==> src/rtl/pipeline_stage_skid.sv <==
// Valid/ready pipeline stage with a 2-entry skid buffer. Latency 1 cycle, and o_ready is registered (it depends on state only).
// Backpressure: it holds up to two entries, then deasserts o_ready. Optional perf counters are enabled by PIPE_STAGE_PERF_EN.
module pipeline_stage_skid #(
  parameter int DATA_WIDTH = 64
`ifdef PIPE_STAGE_PERF_EN
  ,
  parameter int CNT_WIDTH  = 32
`endif
) (
  input  logic                  i_clk,
  input  logic                  i_arst,
  input  logic                  i_flush,
  input  logic                  i_valid,
  output logic                  o_ready,
  input  logic [DATA_WIDTH-1:0] i_data,
  output logic                  o_valid,
  input  logic                  i_ready,
  output logic [DATA_WIDTH-1:0] o_data,
  output logic [1:0]            o_occupancy
`ifdef PIPE_STAGE_PERF_EN
  ,
  output logic [CNT_WIDTH-1:0]  o_stall_cycles,
  output logic [CNT_WIDTH-1:0]  o_flush_drops
`endif
);

  typedef enum logic [1:0] {
    EMPTY = 2'd0,
    ONE   = 2'd1,
    FULL  = 2'd2
  } state_t;

  state_t                state_q, state_d;
  logic [DATA_WIDTH-1:0] main_q, main_d;
  logic [DATA_WIDTH-1:0] skid_q, skid_d;
  logic                  accept;
  logic                  deliver;

  assign accept  = i_valid & o_ready;
  assign deliver = o_valid & i_ready;
  assign o_data  = main_q;

  always_ff @(posedge i_clk) begin
    if (i_arst) begin
      state_q <= EMPTY;
      main_q  <= '0;
      skid_q  <= '0;
    end else begin
      state_q <= state_d;
      main_q  <= main_d;
      skid_q  <= skid_d;
    end
  end

  // Empty registers are forced to zero so that a bubble always reads as a NOP payload.
  always_comb begin
    state_d = state_q;
    main_d  = main_q;
    skid_d  = skid_q;
    if (i_flush) begin
      state_d = EMPTY;
      main_d  = '0;
      skid_d  = '0;
    end else begin
      case (state_q)
        EMPTY: begin
          if (accept) begin
            main_d  = i_data;
            state_d = ONE;
          end
        end
        ONE: begin
          if (deliver && accept) begin
            main_d = i_data;
          end else if (deliver) begin
            main_d  = '0;
            state_d = EMPTY;
          end else if (accept) begin
            skid_d  = i_data;
            state_d = FULL;
          end
        end
        FULL: begin
          if (deliver) begin
            main_d  = skid_q;
            skid_d  = '0;
            state_d = ONE;
          end
        end
        default: begin
          state_d = EMPTY;
          main_d  = '0;
          skid_d  = '0;
        end
      endcase
    end
  end

  always_comb begin
    o_valid     = (state_q != EMPTY);
    o_ready     = (state_q != FULL);
    o_occupancy = state_q;
  end

`ifdef PIPE_STAGE_PERF_EN
  logic [CNT_WIDTH-1:0] stall_q, stall_d;
  logic [CNT_WIDTH-1:0] drops_q, drops_d;
  logic [CNT_WIDTH:0]   drops_sum;
  logic [1:0]           drop_n;

  // An entry delivered in the flush cycle reached downstream, so it is not counted as dropped.
  always_comb begin
    stall_d = stall_q;
    if (o_valid && !i_ready && (stall_q != '1)) begin
      stall_d = stall_q + CNT_WIDTH'(1);
    end
    drop_n    = o_occupancy - {1'b0, deliver};
    drops_sum = {1'b0, drops_q} + {{(CNT_WIDTH-1){1'b0}}, drop_n};
    drops_d   = drops_q;
    if (i_flush) begin
      drops_d = drops_sum[CNT_WIDTH] ? '1 : drops_sum[CNT_WIDTH-1:0];
    end
  end

  always_ff @(posedge i_clk) begin
    if (i_arst) begin
      stall_q <= '0;
      drops_q <= '0;
    end else begin
      stall_q <= stall_d;
      drops_q <= drops_d;
    end
  end

  assign o_stall_cycles = stall_q;
  assign o_flush_drops  = drops_q;
`endif

endmodule

==> config.mk <==
export PLATFORM = sky130hd
export DESIGN_NAME = pipeline_stage_skid
export DESIGN_NICKNAME = d
export VERILOG_FILES = /design/src/rtl/pipeline_stage_skid.sv
export SDC_FILE = /design/constraint.sdc
export NUM_CORES = 1
export LEC_CHECK = 0
export CELL_PAD_IN_SITES_DETAIL_PLACEMENT = 1
export CELL_PAD_IN_SITES_GLOBAL_PLACEMENT = 1
export CORE_UTILIZATION = 40
export DETAILED_ROUTE_END_ITERATION = 16
export PLACE_DENSITY_LB_ADDON = 0.12
export SLEW_MARGIN = 5
export SYNTH_ARGS = -nofsm -noshare
export SYNTH_HDL_FRONTEND = slang
export SYNTH_SLANG_ARGS = --single-unit
==> constraint.sdc <==
create_clock -name i_clk -period 2.2 [get_ports i_clk]
set_input_delay 0.33 -clock i_clk [delete_from_list [all_inputs] [get_ports i_clk]]
set_output_delay 0.33 -clock i_clk [all_outputs]
set_load 0.03 [all_outputs]
==> run summary, run 1 <==
Status -> complete, no violations
First-pass GRT wire length -> 30400 microns
DR iter-0 viols -> 440
Switching Fraction -> 23.8%
Top achievable clock speed -> 496 MHz
RSZ-0062 raised after global routing -> false
DR vias -> 5562
Clk root buf -> clkbuf_16
Slew Limit Fails -> 0
PortBufs -> 136
Share of the synthesized area in the top cell type -> 45.9%
Power per Cell Area -> 745 nW/um^2
Number of global-route vias before repair -> 5940
Post-synthesis simple-gate area fraction -> 28.2%
Post-synth top area cell -> dfxtp_1
First-pass detailed-route iteration total -> 4
Area share of fa/ha/maj cells after synthesis -> 0%
Syn. warnings -> 0
Max Cap Violations -> 0
GRT Resource Usage Total -> 26.9%
Grt total ovfl -> 0
Worst r2r dst -> o_data[5]$_SDFFE_PP0P_
Top-Level Pins -> 137
Post-CTS setup buffers -> 0
WP data required -> 1.87 ns
Fin. Hold Viols -> 0
Setup_tns -> 0 ns
Mux cell area share after synthesis -> 0.441%
Core footprint -> 13800 sq um
Routed WL -> 19000 microns
Fin crit period -> 2.02 ns
Leak pwr -> 0.00246 uW
Synth Area in Compound Gates -> 19.2%
CTS tree -> built
Slowest CP cell -> clkdlybuf4s50_1
Die ar. -> 14700 sq um
Slew margin rel. -> 67.2%
Htree depth -> 4
Cell area after synthesis -> 5670 sq um
Syn avg cell area -> 9.37 sq um
Routability Congestion -> 0.757
#FFs+latches synth -> 130
Synth area leaders -> dfxtp_1, a221o_1, nor4b_1, nand3b_1, nand2_1
WP data arrival -> 1.69 ns
Final ANT Viol Nets -> 0
Die width -> 121 microns
CTS max path bufs -> 2
Register-to-register setup slack -> 0.47 ns
Reg2reg start -> o_occupancy[0]$_SDFFE_PP0P_
Most frequent cells in the layout -> clkdlybuf4s50_1, nand2_1, dfxtp_1
Logic gate share of total power -> 11.7%
Endpoint class of the critical path -> primary output
CTS Buf Count -> 17
Max rail drop VDD -> 0.464 mV
Clock Sinks -> 130
Clock Skew -> 0.00616 ns
Pin count of the biggest net entering global routing -> 69
Area Growth Syn to Fin -> 38.4%
Cell Area, Placed -> 7270 sq um
Finished Cell Area -> 7840 sq um
Layout cells sized above 1 -> 8.55%
Residual DRC -> 0
DR vias/cell -> 6.15
Setup violations, final -> 0
Buf/Inv on CP -> 1
Slew @ Worst Pin -> 0.492 ns
Hold Crit Class -> flip-flop to flip-flop
Sequential power share -> 41.9%
DPL Wire Length -> 11500 microns
Critical-path cell list -> or2_2 > clkdlybuf4s50_1
Largest family of logic cells by synthesized area -> simple AND/OR/NAND/NOR gates
Synth Net Count -> 674
Die Span Y -> 121 microns
Clock share of power -> 46.5%
Count of cell types in the netlist -> 25
Starting Density -> 41.0%
Worst Reg-to-Reg Cells -> 5
Setup crit end -> o_valid
Seq/Total Area, Yosys -> 45.9%
Detail-routed net length per standard cell -> 21.0 microns
Synth Area in XOR/XNOR -> 0%
Period utilisation layout -> 91.7%
Crit path launch -> o_occupancy[1]$_SDFFE_PP0P_
Max FO, Critical Path -> 7
Clk_lat worst skew -> 0.42 ns
Hold Buf Count CTS -> 0
Setup CP Type -> flip-flop to primary output
Worst path depth -> 2
Synthesized instance count -> 605
Commonest non-fill, non-tap cell in the layout -> clkdlybuf4s50_1
CP peak stage delay -> 0.60 ns
Crit path max-delay family -> buffers and inverters
Int Pwr -> 4450 uW
Number of cell rows -> 43
Initial antenna violation count -> 0
CP startpoint kind -> flip-flop
Final net count -> 781
Antenna diodes -> 0
Clock-pin slew on the worst setup and hold paths -> 0.05 ns
Switching power -> 1390 uW
==> power groups by stage <==
stage                     logic (uW)  clock network (uW)  registers, uW
final                            682                2720           2450
after global routing             719                2880           2450
after CTS                        683                2740           2440
after detailed placement         678                   0           2490
after global placement           668                   0           2490
after floorplan                  252                   0           2570
==> worst min path at each step <==
stage	start	endpoint	cells past startpoint
floorplan	skid_q[63]$_SDFFE_PP0P_	skid_q[63]$_SDFFE_PP0P_	2
global placement	o_data[59]$_SDFFE_PP0P_	o_data[59]$_SDFFE_PP0P_	1
CTS	o_data[50]$_SDFFE_PP0P_	o_data[50]$_SDFFE_PP0P_	1
global route	i_data[34]	skid_q[34]$_SDFFE_PP0P_	3
finish	o_data[50]$_SDFFE_PP0P_	o_data[50]$_SDFFE_PP0P_	1
detailed placement	o_data[36]$_SDFFE_PP0P_	o_data[36]$_SDFFE_PP0P_	1
==> stage by stage <==
step                      utilization (%)  power (uW)  hold WS (ns)  cells  setup slack [ns]
after floorplan                         -        2820         0.471    605             0.348
after global placement               52.6        3160         0.469    873             0.152
after detailed placement             52.6        3170         0.472    873            0.0530
after CTS                            56.7        5870         0.492    905            0.0874
after global routing                 56.7        6040         0.504    905             0.133
final                                56.7        5840         0.488    905             0.183
==> area by class of cell <==
type,instances,area (sq um)
clock buffer,28,527
clock inverter,4,45.0
timing repair buffer,160,1680
fill,1558,5980
sequential,130,2600
inverter,1,3.75
tap,180,225
multi-input combinational,402,2760
==> Yosys cell counts <==
master / count
a211o_1: 1
a21oi_1: 1
a221o_1: 64
a31oi_1: 64
buf_1: 11
buf_2: 20
buf_6: 7
clkbuf_1: 33
clkbuf_2: 1
dfxtp_1: 130
inv_1: 1
mux2_4: 1
mux2i_1: 1
nand2_1: 129
nand2b_1: 3
nand3b_1: 65
nor2_1: 1
nor2b_1: 1
nor4b_1: 65
nor4bb_1: 1
o31ai_1: 1
o32ai_4: 1
or2_1: 1
or2_2: 1
or3_1: 1
==> cell families (layout without fill, tap and decap cells) <==
| group | Yosys count | in the layout |
|---|---|---|
| buffers and inverters | 73 | 193 |
| AO/OA/AOI/OAI | 132 | 132 |
| flip-flops | 130 | 130 |
| multiplexers | 2 | 2 |
| AND/OR/NAND/NOR | 268 | 268 |
==> state kept, by name, summed over array words and instances, names as in the netlist <==
name	flops
o_data	64
o_occupancy	2
skid_q	64
==> what timing repair did <==
action                                 4_1_cts  5_1_grt
setup endpoints to repair                    0        1
gates resized for setup                      0        1
endpoints found under the hold margin        0        0
==> per-layer routing <==
layer	routed length [microns]	GRT usage (%)
met5	0	0
met4	345	10.1
met3	891	6.30
met2	9440	45.4
met1	8320	33.0
No activity file was read; power rests on OpenSTA's default activity.
==> run 2, diff against run 1 <==
--- a/config.mk
+++ b/config.mk
@@ -10,6 +10,7 @@
 export CORE_UTILIZATION = 40
 export DETAILED_ROUTE_END_ITERATION = 16
 export PLACE_DENSITY_LB_ADDON = 0.12
+export REMOVE_ABC_BUFFERS = 1
 export SLEW_MARGIN = 5
 export SYNTH_ARGS = -nofsm -noshare
 export SYNTH_HDL_FRONTEND = slang
==> run summary, run 2 (synthesized netlist as in run 1, its figures left out) <==
Setup violations, final -> 0
Most frequent cells in the layout -> clkdlybuf4s50_1, nand2_1, dfxtp_1
Setup crit end -> o_occupancy[0]
Slew Limit Fails -> 0
DPL Wire Length -> 11600 microns
Antenna diodes -> 0
Number of cell rows -> 43
Setup CP Type -> flip-flop to primary output
Clock Skew -> 0.00845 ns
Register-to-register setup slack -> 0.30 ns
CTS Buf Count -> 17
Initial antenna violation count -> 0
Logic gate share of total power -> 11.5%
DR vias -> 5544
Status -> complete, no violations
Die Span Y -> 121 microns
FF/Latch Area -> 2600 sq um
Residual DRC -> 0
GRT Resource Usage Total -> 26.6%
CP peak stage delay -> 0.67 ns
Worst r2r dst -> o_data[30]$_SDFFE_PP0P_
WP data arrival -> 1.79 ns
Leak pwr -> 0.00244 uW
Slew margin rel. -> 63.3%
First-pass detailed-route iteration total -> 5
Setup_tns -> 0 ns
Routed WL -> 19300 microns
Switching Fraction -> 25.2%
DR vias/cell -> 6.14
Starting Density -> 41.0%
Clock share of power -> 46.6%
WP data required -> 1.87 ns
Top achievable clock speed -> 472 MHz
CP startpoint kind -> flip-flop
Multi-input gate area -> 2760 sq um
Max FO, Critical Path -> 6
Power per Cell Area -> 749 nW/um^2
Post-CTS setup buffers -> 0
Commonest non-fill, non-tap cell in the layout -> clkdlybuf4s50_1
Fin crit period -> 2.12 ns
Buf/Inv on CP -> 2
Reg2reg start -> o_occupancy[1]$_SDFFE_PP0P_
Clk root buf -> clkbuf_16
CTS tree -> built
Hold wc startpoint -> o_data[12]$_SDFFE_PP0P_
Pin count of the biggest net entering global routing -> 81
Routability Congestion -> 0.748
PortBufs -> 136
Final net count -> 779
Htree depth -> 4
Detail-routed net length per standard cell -> 21.4 microns
Hold Buf Count CTS -> 0
Max Cap Violations -> 0
Slew @ Worst Pin -> 0.551 ns
Int Pwr -> 4360 uW
Fillers -> 1537
Crit path max-delay family -> buffers and inverters
Max rail drop VDD -> 0.536 mV
Area Growth Syn to Fin -> 37.5%
Layout cells sized above 1 -> 9.13%
Hold Crit Class -> flip-flop to flip-flop
Post_cts resized -> 1
DR iter-0 viols -> 479
Sequential power share -> 41.9%
Crit path launch -> o_occupancy[0]$_SDFFE_PP0P_
Core footprint -> 13800 sq um
Top-Level Pins -> 137
Grt total ovfl -> 0
Worst Reg-to-Reg Cells -> 5
Critical-path cell list -> buf_4 > clkdlybuf4s50_1
Die ar. -> 14700 sq um
Slowest CP cell -> clkdlybuf4s50_1
Fin. Hold Viols -> 0
Switching power -> 1470 uW
Die width -> 121 microns
RSZ-0062 raised after global routing -> false
CTS max path bufs -> 2
Number of global-route vias before repair -> 5742
Clock-pin slew on the worst setup and hold paths -> 0.06 ns
Worst path depth -> 2
Endpoint class of the critical path -> primary output
Clock Sinks -> 130
Period utilisation layout -> 96.2%
First-pass GRT wire length -> 30100 microns
Final ANT Viol Nets -> 0
Final core occ -> 56.4%
Clk_lat worst skew -> 0.42 ns
-- run 2: changes by cell type in the layout (fill, tap and decap cells not counted), moves of 2 or more --
cell        delta
clkbuf_8       -6
clkinvlp_4     +4
buf_12         -2
clkinv_2       +4
clkbuf_1       -5
-- run 2: layer usage --
layer | global-route usage (%) | vias up | wire [microns]
li1 | - | 2514 | -
met1 | 31.7 | 2842 | 8410
met4 | 9.49 | 0 | 375
met2 | 46.2 | 161 | 9660
met5 | 0 | - | 0
met3 | 6.44 | 27 | 893
-- run 2: worst reg2reg max path, stage by stage, from the launching register on --
cell	delay [ns]
dfxtp_2	0.48
buf_4	0.27
nand2b_2	0.17
buf_4	0.43
nor4b_1	0.15
a221o_1	0.29
-- run 2: power groups by stage --
stage	Clock [uW]	Sequential (uW)	Combinational [uW]
2_1_floorplan	0	2570	208
3_3_place_gp	0	2500	654
3_5_place_dp	0	2500	665
4_1_cts	2760	2450	670
5_1_grt	2860	2450	704
6_report	2720	2450	670
-- run 2: cell type report --
type                    instances  share of cell area, %
inverters                       1                 0.0482
well taps                     180                   2.89
multi-input cells             402                   35.4
flip-flops and latches        130                   33.4
clock inverters                15                   1.83
repair buffers                158                   21.0
clock buffers                  17                   5.46
-- run 2: how the worst min path moves through the flow --
stage | to | slack, ns | cells after the start
final | o_data[12]$_SDFFE_PP0P_ | 0.49 | 1
after global routing | o_data[11]$_SDFFE_PP0P_ | 0.51 | 1
after CTS | skid_q[48]$_SDFFE_PP0P_ | 0.49 | 3
after detailed placement | o_data[7]$_SDFFE_PP0P_ | 0.47 | 1
after global placement | o_data[7]$_SDFFE_PP0P_ | 0.47 | 1
after floorplan | skid_q[63]$_SDFFE_PP0P_ | 0.47 | 2
-- run 2: stage by stage --
stage	worst slack, ns	area [sq um]	hold slack (ns)	instances	total power [uW]
final	0.0827	7790	0.489	903	5840
after global routing	0.0367	7790	0.508	903	6020
after CTS	0.0564	7790	0.491	903	5870
after detailed placement	0.0528	7230	0.474	871	3160
after global placement	0.174	7230	0.468	871	3150
after floorplan	-5.42	5320	0.471	533	2780
